**config.mk**
```make
export PLATFORM = sky130hd
export DESIGN_NAME = riscv_mc_ctrl
export DESIGN_NICKNAME = d
export VERILOG_FILES = /design/src/rtl/riscv_mc_ctrl.sv
export SDC_FILE = /design/constraint.sdc
export NUM_CORES = 1
export LEC_CHECK = 0
export BUFFER_PORTS_ARGS = -buffer_cell sky130_fd_sc_hd__clkbuf_2
export CAP_MARGIN = 20
export CORE_ASPECT_RATIO = 0.8
export CORE_MARGIN = 3
export CORE_UTILIZATION = 48
export CTS_CLUSTER_DIAMETER = 30
export DETAILED_ROUTE_END_ITERATION = 8
export GPL_ROUTABILITY_DRIVEN = 0
export PLACE_DENSITY_LB_ADDON = 0.3
export SLEW_MARGIN = 0
export SYNTH_ARGS = -nofsm -noshare
export SYNTH_HDL_FRONTEND = slang
export SYNTH_SLANG_ARGS = --single-unit
```
**constraint.sdc**
```tcl
create_clock -name clk -period 1.8 [get_ports clk]
set_input_delay 0.45 -clock clk [delete_from_list [all_inputs] [get_ports clk]]
set_output_delay 0.45 -clock clk [all_outputs]
set_load 0.03 [all_outputs]
```
**src/rtl/riscv_mc_ctrl.sv**
```systemverilog
// Multi-cycle RV32I control sequencer: FETCH/DECODE/EXECUTE/MEM/WB with memory
// handshakes, optional bus timeout and halt on EBREAK or illegal opcode.
module riscv_mc_ctrl #(
  parameter bit          HALT_ON_EBREAK  = 1'b1,
  parameter bit          TRAP_ON_ILLEGAL = 1'b1,
  parameter int unsigned MEM_TIMEOUT     = 0
) (
  input  logic       clk,
  input  logic       rst_n,
  input  logic [6:0] opcode,
  input  logic       inst_bit20,
  input  logic       branch_taken,
  output logic       imem_req,
  input  logic       imem_ack,
  output logic       dmem_req,
  output logic       dmem_we,
  input  logic       dmem_ack,
  output logic       ir_write,
  output logic       pc_write,
  output logic       reg_write,
  output logic       alu_src,
  output logic [2:0] mem2reg,
  output logic [1:0] pc_src_ctrl,
  output logic [1:0] alu_op,
  output logic       retire,
  output logic       halted,
  output logic       illegal,
  output logic       bus_err,
  output logic [2:0] state
);

  localparam int CNT_W = (MEM_TIMEOUT > 0) ? $clog2(MEM_TIMEOUT + 1) : 1;
  localparam bit TMO_EN = (MEM_TIMEOUT > 0);
  localparam logic [CNT_W-1:0] TMO_LAST = CNT_W'((MEM_TIMEOUT > 0) ? MEM_TIMEOUT - 1 : 0);

  localparam logic [2:0] S_FETCH = 3'd0, S_DECODE = 3'd1, S_EXECUTE = 3'd2,
                         S_MEM   = 3'd3, S_WB     = 3'd4, S_HALT    = 3'd5;

  localparam logic [3:0] C_ILL = 4'd0, C_LUI = 4'd1, C_AUIPC = 4'd2, C_JAL = 4'd3,
                         C_JALR = 4'd4, C_BRANCH = 4'd5, C_LOAD = 4'd6, C_STORE = 4'd7,
                         C_OP_IMM = 4'd8, C_OP = 4'd9, C_MISC = 4'd10, C_SYSTEM = 4'd11;

  function automatic logic [3:0] classify(input logic [6:0] opc);
    logic [3:0] c;
    case (opc)
      7'b0110111: c = C_LUI;
      7'b0010111: c = C_AUIPC;
      7'b1101111: c = C_JAL;
      7'b1100111: c = C_JALR;
      7'b1100011: c = C_BRANCH;
      7'b0000011: c = C_LOAD;
      7'b0100011: c = C_STORE;
      7'b0010011: c = C_OP_IMM;
      7'b0110011: c = C_OP;
      7'b0001111: c = C_MISC;
      7'b1110011: c = C_SYSTEM;
      default:    c = C_ILL;
    endcase
    return c;
  endfunction

  logic [2:0]       state_q, state_d;
  logic [3:0]       cls_q, cls_d;
  logic [CNT_W-1:0] cnt_q, cnt_d;
  logic             illegal_q, illegal_d;
  logic             bus_err_q, bus_err_d;
  logic             tmo_hit, exec_halt, exec_nop;

  // The counter holds the number of un-acked request cycles already spent.
  assign tmo_hit   = TMO_EN && (cnt_q == TMO_LAST);
  assign exec_halt = ((cls_q == C_SYSTEM) && inst_bit20 && HALT_ON_EBREAK) ||
                     ((cls_q == C_ILL) && TRAP_ON_ILLEGAL);
  assign exec_nop  = (cls_q == C_MISC) ||
                     (((cls_q == C_SYSTEM) || (cls_q == C_ILL)) && !exec_halt);

  always_ff @(posedge clk) begin
    if (!rst_n) begin
      state_q   <= S_FETCH;
      cls_q     <= C_ILL;
      cnt_q     <= '0;
      illegal_q <= 1'b0;
      bus_err_q <= 1'b0;
    end else begin
      state_q   <= state_d;
      cls_q     <= cls_d;
      cnt_q     <= cnt_d;
      illegal_q <= illegal_d;
      bus_err_q <= bus_err_d;
    end
  end

  always_comb begin
    state_d   = state_q;
    cls_d     = cls_q;
    cnt_d     = '0;
    illegal_d = illegal_q;
    bus_err_d = bus_err_q;
    case (state_q)
      S_FETCH: begin
        if (imem_ack) begin
          state_d = S_DECODE;
        end else if (tmo_hit) begin
          state_d   = S_HALT;
          bus_err_d = 1'b1;
        end else begin
          cnt_d = cnt_q + CNT_W'(1);
        end
      end
      S_DECODE: begin
        cls_d   = classify(opcode);
        state_d = S_EXECUTE;
      end
      S_EXECUTE: begin
        if ((cls_q == C_LOAD) || (cls_q == C_STORE)) begin
          state_d = S_MEM;
        end else if ((cls_q == C_BRANCH) || exec_nop) begin
          state_d = S_FETCH;
        end else if (exec_halt) begin
          state_d = S_HALT;
          if (cls_q == C_ILL) illegal_d = 1'b1;
        end else begin
          state_d = S_WB;
        end
      end
      S_MEM: begin
        if (dmem_ack) begin
          state_d = (cls_q == C_STORE) ? S_FETCH : S_WB;
        end else if (tmo_hit) begin
          state_d   = S_HALT;
          bus_err_d = 1'b1;
        end else begin
          cnt_d = cnt_q + CNT_W'(1);
        end
      end
      S_WB:    state_d = S_FETCH;
      S_HALT:  state_d = S_HALT;
      default: state_d = S_HALT;
    endcase
  end

  always_comb begin
    imem_req    = 1'b0;
    dmem_req    = 1'b0;
    dmem_we     = 1'b0;
    ir_write    = 1'b0;
    pc_write    = 1'b0;
    reg_write   = 1'b0;
    alu_src     = 1'b0;
    mem2reg     = 3'b000;
    pc_src_ctrl = 2'b00;
    alu_op      = 2'b00;
    retire      = 1'b0;
    halted      = 1'b0;
    illegal     = 1'b0;
    bus_err     = 1'b0;
    state       = 3'd0;
    if (rst_n) begin
      state   = state_q;
      illegal = illegal_q;
      bus_err = bus_err_q;
      if (state_q inside {S_EXECUTE, S_MEM, S_WB}) begin
        case (cls_q)
          C_LUI:    begin alu_src = 1'b1; mem2reg = 3'b010; end
          C_AUIPC:  begin alu_src = 1'b1; mem2reg = 3'b100; end
          C_JAL:    mem2reg = 3'b011;
          C_JALR:   mem2reg = 3'b011;
          C_LOAD:   begin alu_src = 1'b1; mem2reg = 3'b001; end
          C_STORE:  alu_src = 1'b1;
          C_OP_IMM: begin alu_src = 1'b1; alu_op = 2'b10; end
          C_OP:     alu_op = 2'b10;
          C_BRANCH: alu_op = 2'b01;
          default:  ;
        endcase
      end
      case (state_q)
        S_FETCH: begin
          imem_req = 1'b1;
          ir_write = imem_ack;
        end
        S_EXECUTE: begin
          if (cls_q == C_BRANCH) begin
            pc_write    = 1'b1;
            retire      = 1'b1;
            pc_src_ctrl = branch_taken ? 2'b01 : 2'b00;
          end else if (exec_nop) begin
            pc_write = 1'b1;
            retire   = 1'b1;
          end
        end
        S_MEM: begin
          dmem_req = 1'b1;
          dmem_we  = (cls_q == C_STORE);
          if (dmem_ack && (cls_q == C_STORE)) begin
            pc_write = 1'b1;
            retire   = 1'b1;
          end
        end
        S_WB: begin
          reg_write = 1'b1;
          pc_write  = 1'b1;
          retire    = 1'b1;
          if (cls_q == C_JAL)  pc_src_ctrl = 2'b01;
          if (cls_q == C_JALR) pc_src_ctrl = 2'b10;
        end
        S_HALT:  halted = 1'b1;
        default: ;
      endcase
    end
  end

endmodule

```
==> impl_metrics.py, run 1 <==
metrics = {
    "clock_network": {
        "clk_pin_slew_ns": 0.07,
        "cts.htree.levels": 1,
        "cts_tree": "done",
        "clk_latency_ns": 0.26,
        "cts-buffers-inserted": 3,
        "cts_buffer_depth": 2,
        "clock-root-buffer": "clkbuf_4",
        "holdBufCountCts": 0,
        "cts_sinks": 9,
    },
    "synthesis": {
        "yosys.area.top_type": "dfxtp_1",
        "syn_area_sq_um": 872,
        "ys_top_cells_by_area": "dfxtp_1 21%, nand2_1 6.0%, nor3_1 5.7%, nor2_1 5.2%, and2_1 4.3%",
        "ys_ff_latch": 9,
        "yosysMostFrequentCell": "nand2_1",
        "avgSynthCellArea_sq_um": 6.92,
        "synth_edf_count": 0,
        "yosys.area.top_type_share_pct": 20.7,
        "ys.flop_type": "dfxtp_1",
        "synthArstFlopShare_pct": 0,
        "yosys_warnings": 0,
        "synth.distinct_cells": 44,
        "synth_common_cells": "14 x nand2_1, 12 x nor2_1, 10 x nor3_1",
        "ys_seq_area_share_pct": 20.7,
        "synthCells": 126,
        "synth_nets": 139,
    },
    "power_and_ir_drop": {
        "power_mw": 1.26,
        "power_density_nw_per_um2": 828,
        "max-vdd-ir-drop_mv": 0.764,
        "p_leak_nw": 0.651,
    },
    "timing": {
        "tightestPinTransition_ns": 0.562,
        "setup_viol_count_final": 13,
        "finClkSkew_ns": 0.00623,
        "fin_ws_ns": -0.241,
        "rsz0062_at_grt": "yes",
        "fin_crit_ns": 2.04,
        "hold_viol": 0,
        "fmax_mhz": 490,
        "fin_crit_sh_pct": 113,
        "slew_violations": 0,
        "slew_headroom_pct": 62.2,
    },
    "status": {
        "outcome": "complete, but fails checks",
        "violations": "setup timing",
    },
    "worst_setup_path": {
        "crit_required_ns": 1.35,
        "worstPathArrival_ns": 1.59,
        "endpoint_kind": "output pin",
        "path_class": "register to output pin",
        "slowest_stage": "dfxtp_4",
        "crit_fanout": 4,
        "rrSetupSlack_ns": 0.22,
        "path_common_cell": "nor3b_4",
        "max_stage_delay_ns": 0.37,
        "critPathBufInv": 1,
        "cp_cell_sequence": "nand2b_4, nor3b_4, a32oi_2, nor3b_4, clkbuf_8",
        "crit_family": "simple AND/OR/NAND/NOR gates",
        "critPathLaunchType": "register",
    },
    "final_layout": {
        "drive_gt1_share_pct": 56.1,
        "fill_cells": 68,
        "layout.cells.non_filler": 202,
        "diodes": 0,
        "area_growth_pct": 74.5,
        "final_nets": 194,
    },
    "grt": {
        "overflow": 0,
        "grt_start_max_net_pins": 15,
        "grt_pass1_wl_mm": 5.83,
        "grt_pass1_vias": 1265,
        "track_usage_pct": 33.7,
        "antenna_found_initial": 0,
    },
    "detailed_routing": {
        "vias_per_cell": 7.10,
        "drtIter0Drc": 134,
        "vias": 1434,
        "drt_wl_total_mm": 4.67,
        "wl_per_cell_microns": 23.1,
        "wl_met3_microns": 632,
        "antenna_left": 0,
        "drc": 0,
        "top_layer": "met4",
        "route.layer.met1.wl_mm": 1.56,
        "wl_met2_mm": 1.98,
        "dr.pass1.iters": 6,
    },
    "placed_design": {
        "dp_cells": 190,
        "place_hpwl_mm": 2.17,
        "io_buffers": 33,
    },
    "run": {
        "max_cap_viol_count": 0,
    },
    "die": {
        "dieArea_sq_um": 2370,
        "die_w_microns": 53.7,
        "core_sq_um": 1680,
        "rows": 13,
        "start_util_pct": 52.1,
        "io_pins": 34,
        "die_height_microns": 44.1,
    },
    "hold_path": {
        "min_path_type": "register to register",
    },
}
placed cells by master, fill, tap and decap left out, types with 2 or more instances in the layout:
cell and instances:
nor3b_4 2, clkbuf_2 18, and2_1 4, mux2i_1 2
dfxtp_1 2, a21oi_1 6, nand2b_4 3, dfxtp_4 6
clkbuf_4 3, o21ai_1 5, clkbuf_8 2, and3_1 2
buf_4 29, nor2b_2 2, nor2b_1 2, nand3b_1 3
nor2_4 2, nor3_1 3, nand2_1 12, and2_4 2
nor3_2 6, nor2_1 9, buf_6 6, o21ai_0 6
nor3_4 2, inv_2 2, buf_8 5
final timing paths:
check | startpoint | to | cells past startpoint
worst max-delay path | state_q[2] | pc_src_ctrl[0] | 5
worst min-delay path | illegal_q | illegal_q | 1
worst min register to register | illegal_q | illegal_q | 1
worst max register to register | state_q[1] | cls_q[1] | 5
layout make-up:
class	instances	area [sq um]	share of cell area [%]
Sequential cell	9	204	13.4
Clock buffer	4	26.3	1.73
Multi-Input combinational cell	104	774	50.9
Timing Repair Buffer	60	478	31.4
Inverter	3	11.3	0.740
Tap cell	22	27.5	1.81
through the flow:
stage	worst slack, ns	hold slack [ns]	instance area, sq um	utilization, %	setup TNS (ns)
2_1_floorplan	-0.0568	0.432	932	-	-0.258
3_3_place_gp	-0.0818	0.442	1200	71.9	-0.0818
3_5_place_dp	-0.109	0.458	1200	71.9	-0.209
4_1_cts	-0.157	0.431	1470	87.6	-0.849
5_1_grt	-0.311	0.466	1520	90.8	-2.30
6_report	-0.241	0.475	1520	90.8	-1.69
worst register-to-register path, cell delays in order, from the launching register on:
cell and delay [ns]:
dfxtp_4 0.39, buf_4 0.18, nand2b_1 0.19, nor2_1 0.37, o21ai_0 0.20, a21oi_1 0.18
per-layer routing:
metal	up-vias	global-route usage (%)
li1	562	-
met1	628	39.8
met2	170	54.3
met3	74	6.73
met4	0	24.0
met5	-	0
registers in the layout (all words and copies together) (netlist names):
signal	cells
state_q	3
illegal_q	1
cls_q	4
bus_err_q	1
logic make-up after synthesis:
kind of cell / Yosys count / synth area share, %
AO/OA/AOI/OAI: 32 / 23.8
multiplexers: 3 / 3.59
buffers and inverters: 13 / 7.75
flip-flops: 9 / 20.7
AND/OR/NAND/NOR: 69 / 44.2
timing repair:
action / 4_1_cts / 5_1_grt
resized for setup: 51 / 27
cloned: 0 / 0
setup buffers: 8 / 1
endpoints found under the setup margin: 13 / 14
pin swaps: 10 / 9
power breakdown:
part | switching (mW) | total (mW) | internal [mW]
clock network | 0.0758 | 0.161 | 0.0855
registers | 0.0757 | 0.317 | 0.241
logic | 0.440 | 0.782 | 0.342
total | 0.591 | 1.26 | 0.668
(Power assumes the default switching activity.)
==> inputs of run 2 (changes only) <==
Settings changed: SETUP_SLACK_MARGIN from default to 0.1.
==> run 2 against run 1 <==
The flow still finishes with violations (setup timing). Clock power grew 11%. Clock-buffer cell count did not move. Critical path depth stayed put. Global-route usage fell by 1.9 points. Combinational power down 4.1%. Register-to-register slack improved by 0.10 ns. Non-clock buffer count unchanged. Setup slack better by 0.011 ns. Core utilization down 0.67 points. First-iteration DRC count fell by 40%. Die area did not move. Flip-flop and latch count did not move.
==> impl_metrics.py, run 2 (synthesis gave the netlist of run 1 again) <==
metrics = {
    "status": {
        "outcome": "complete, but fails checks",
        "violations": "setup timing",
    },
    "timing": {
        "slew_violations": 0,
        "hold_viol": 0,
        "setup_viol_count_final": 13,
        "rsz0062_at_grt": "yes",
        "slew_headroom_pct": 67.6,
        "finClkSkew_ns": 0.0151,
        "tightestPinTransition_ns": 0.482,
        "fin_crit_sh_pct": 113,
        "fin_ws_ns": -0.230,
        "fmax_mhz": 493,
        "fin_crit_ns": 2.03,
    },
    "die": {
        "die_height_microns": 44.1,
        "io_pins": 34,
        "rows": 13,
        "core_sq_um": 1680,
        "die_w_microns": 53.7,
        "start_util_pct": 52.1,
        "dieArea_sq_um": 2370,
    },
    "detailed_routing": {
        "vias": 1287,
        "vias_per_cell": 6.37,
        "antenna_left": 0,
        "drt_wl_total_mm": 4.06,
        "drtIter0Drc": 81,
        "drc": 0,
        "dr.pass1.iters": 6,
        "wl_per_cell_microns": 20.1,
    },
    "grt": {
        "grt_pass1_wl_mm": 5.43,
        "grt_start_max_net_pins": 15,
        "antenna_found_initial": 0,
        "grt_pass1_vias": 1207,
        "overflow": 0,
        "track_usage_pct": 31.8,
    },
    "final_layout": {
        "fill_cells": 68,
        "final_cell_mix": "26 x buf_4, 18 x clkbuf_2, 11 x nand2_1",
        "layout_commonest_cell": "buf_4",
        "reg_top3": "cls_q x4, state_q x3",
        "area_growth_pct": 73.2,
        "final_nets": 194,
        "regMostFlops": "cls_q",
        "drive_gt1_share_pct": 55.0,
        "diodes": 0,
        "largest_reg_flops": 4,
    },
    "worst_setup_path": {
        "worstPathArrival_ns": 1.58,
        "crit_fanout": 7,
        "r2r-start": "cls_q[3]",
        "cp_cell_sequence": "nor2_4, and2_4, o21ai_4, nor3_1, buf_4",
        "worstReg2RegEnd": "state_q[0]",
        "rr_worst_depth": 5,
        "slowest_stage": "dfxtp_4",
        "path_class": "register to output pin",
        "crit_family": "simple AND/OR/NAND/NOR gates",
        "crit_required_ns": 1.35,
        "rrSetupSlack_ns": 0.32,
        "critPathLaunchType": "register",
        "endpoint_kind": "output pin",
        "critPathBufInv": 1,
        "max_stage_delay_ns": 0.38,
    },
    "hold_path": {
        "hold_path.startpoint": "dmem_ack",
        "min_path_type": "input pin to register",
        "hold_path_depth": 2,
        "min_to": "state_q[1]",
    },
    "power_and_ir_drop": {
        "power_frac_comb_pct": 60.6,
        "power_mw": 1.24,
        "switching_share_pct": 45.7,
        "pwr-share-seq_pct": 24.9,
        "power_switching_uw": 566,
        "p_leak_nw": 0.652,
        "power_frac_clock_pct": 14.5,
        "p_int_uw": 671,
        "max-vdd-ir-drop_mv": 0.628,
        "power_density_nw_per_um2": 819,
    },
    "clock_network": {
        "cts_tree": "done",
        "cts_sinks": 9,
        "clk_pin_slew_ns": 0.08,
        "clock-root-buffer": "clkbuf_4",
        "cts.htree.levels": 1,
        "holdBufCountCts": 0,
        "cts_buffer_depth": 2,
        "cts-buffers-inserted": 3,
        "clk_latency_ns": 0.29,
    },
    "run": {
        "max_cap_viol_count": 0,
    },
    "placed_design": {
        "place_hpwl_mm": 2.14,
        "place_ws_ns": -0.147,
        "io_buffers": 33,
    },
}
run 2: cell types whose count changed in the layout (fill, tap and decap cells not counted), sizes merged:
cell / before / now
buf: 40 / 34
clkbuf: 24 / 30
run 2: area by class of cell:
cell class	instances	area, sq um	area share (%)
inverters	3	11.3	0.746
repair buffers	60	470	31.2
flip-flops and latches	9	204	13.5
clock buffers	4	26.3	1.74
well taps	22	27.5	1.82
multi-input cells	104	771	51.0
run 2: worst max path at each step:
stage                endpoint  depth (start not counted)  slack [ns]        from
2_1_floorplan       alu_op[0]                          4       -0.06  state_q[0]
3_3_place_gp   pc_src_ctrl[0]                          6       -0.11       rst_n
3_5_place_dp   pc_src_ctrl[0]                          6       -0.15       rst_n
4_1_cts        pc_src_ctrl[0]                          5       -0.14  state_q[2]
5_1_grt               alu_src                          6       -0.41    cls_q[2]
6_report            alu_op[0]                          5       -0.23  state_q[1]
run 2: routing by layer:
layer / vias to the layer above / global-route usage (%) / wire length, microns
li1: 564 / - / -
met1: 588 / 34.1 / 1430
met2: 109 / 55.7 / 1950
met3: 26 / 8.42 / 468
met4: 0 / 18.4 / 204
met5: - / 0 / 0
run 2: repair_timing:
| item | in CTS | in global routing |
|---|---|---|
| gates resized for setup | 53 | 17 |
| pin swaps | 4 | 5 |
| endpoints found under the setup margin | 16 | 16 |
| buffers inserted | 4 | 5 |
run 2: through the flow:
stage | setup TNS [ns] | std cells | hold slack (ns) | utilization, % | area, sq um
3_5_place_dp | -0.204 | 189 | 0.453 | 71.6 | 1200
2_1_floorplan | -0.258 | 126 | 0.432 | - | 941
4_1_cts | -1.02 | 197 | 0.395 | 85.9 | 1440
3_3_place_gp | -0.111 | 189 | 0.442 | 71.6 | 1200
6_report | -1.91 | 202 | 0.395 | 90.1 | 1510
5_1_grt | -2.90 | 202 | 0.412 | 90.1 | 1510
run 2: power by group through the flow:
stage | Sequential (mW) | Clock, mW | Combinational, mW
6_report | 0.307 | 0.179 | 0.750
3_3_place_gp | 0.281 | 0 | 0.549
5_1_grt | 0.311 | 0.195 | 0.809
4_1_cts | 0.299 | 0.179 | 0.656
3_5_place_dp | 0.282 | 0 | 0.565
2_1_floorplan | 0.259 | 0 | 0.407
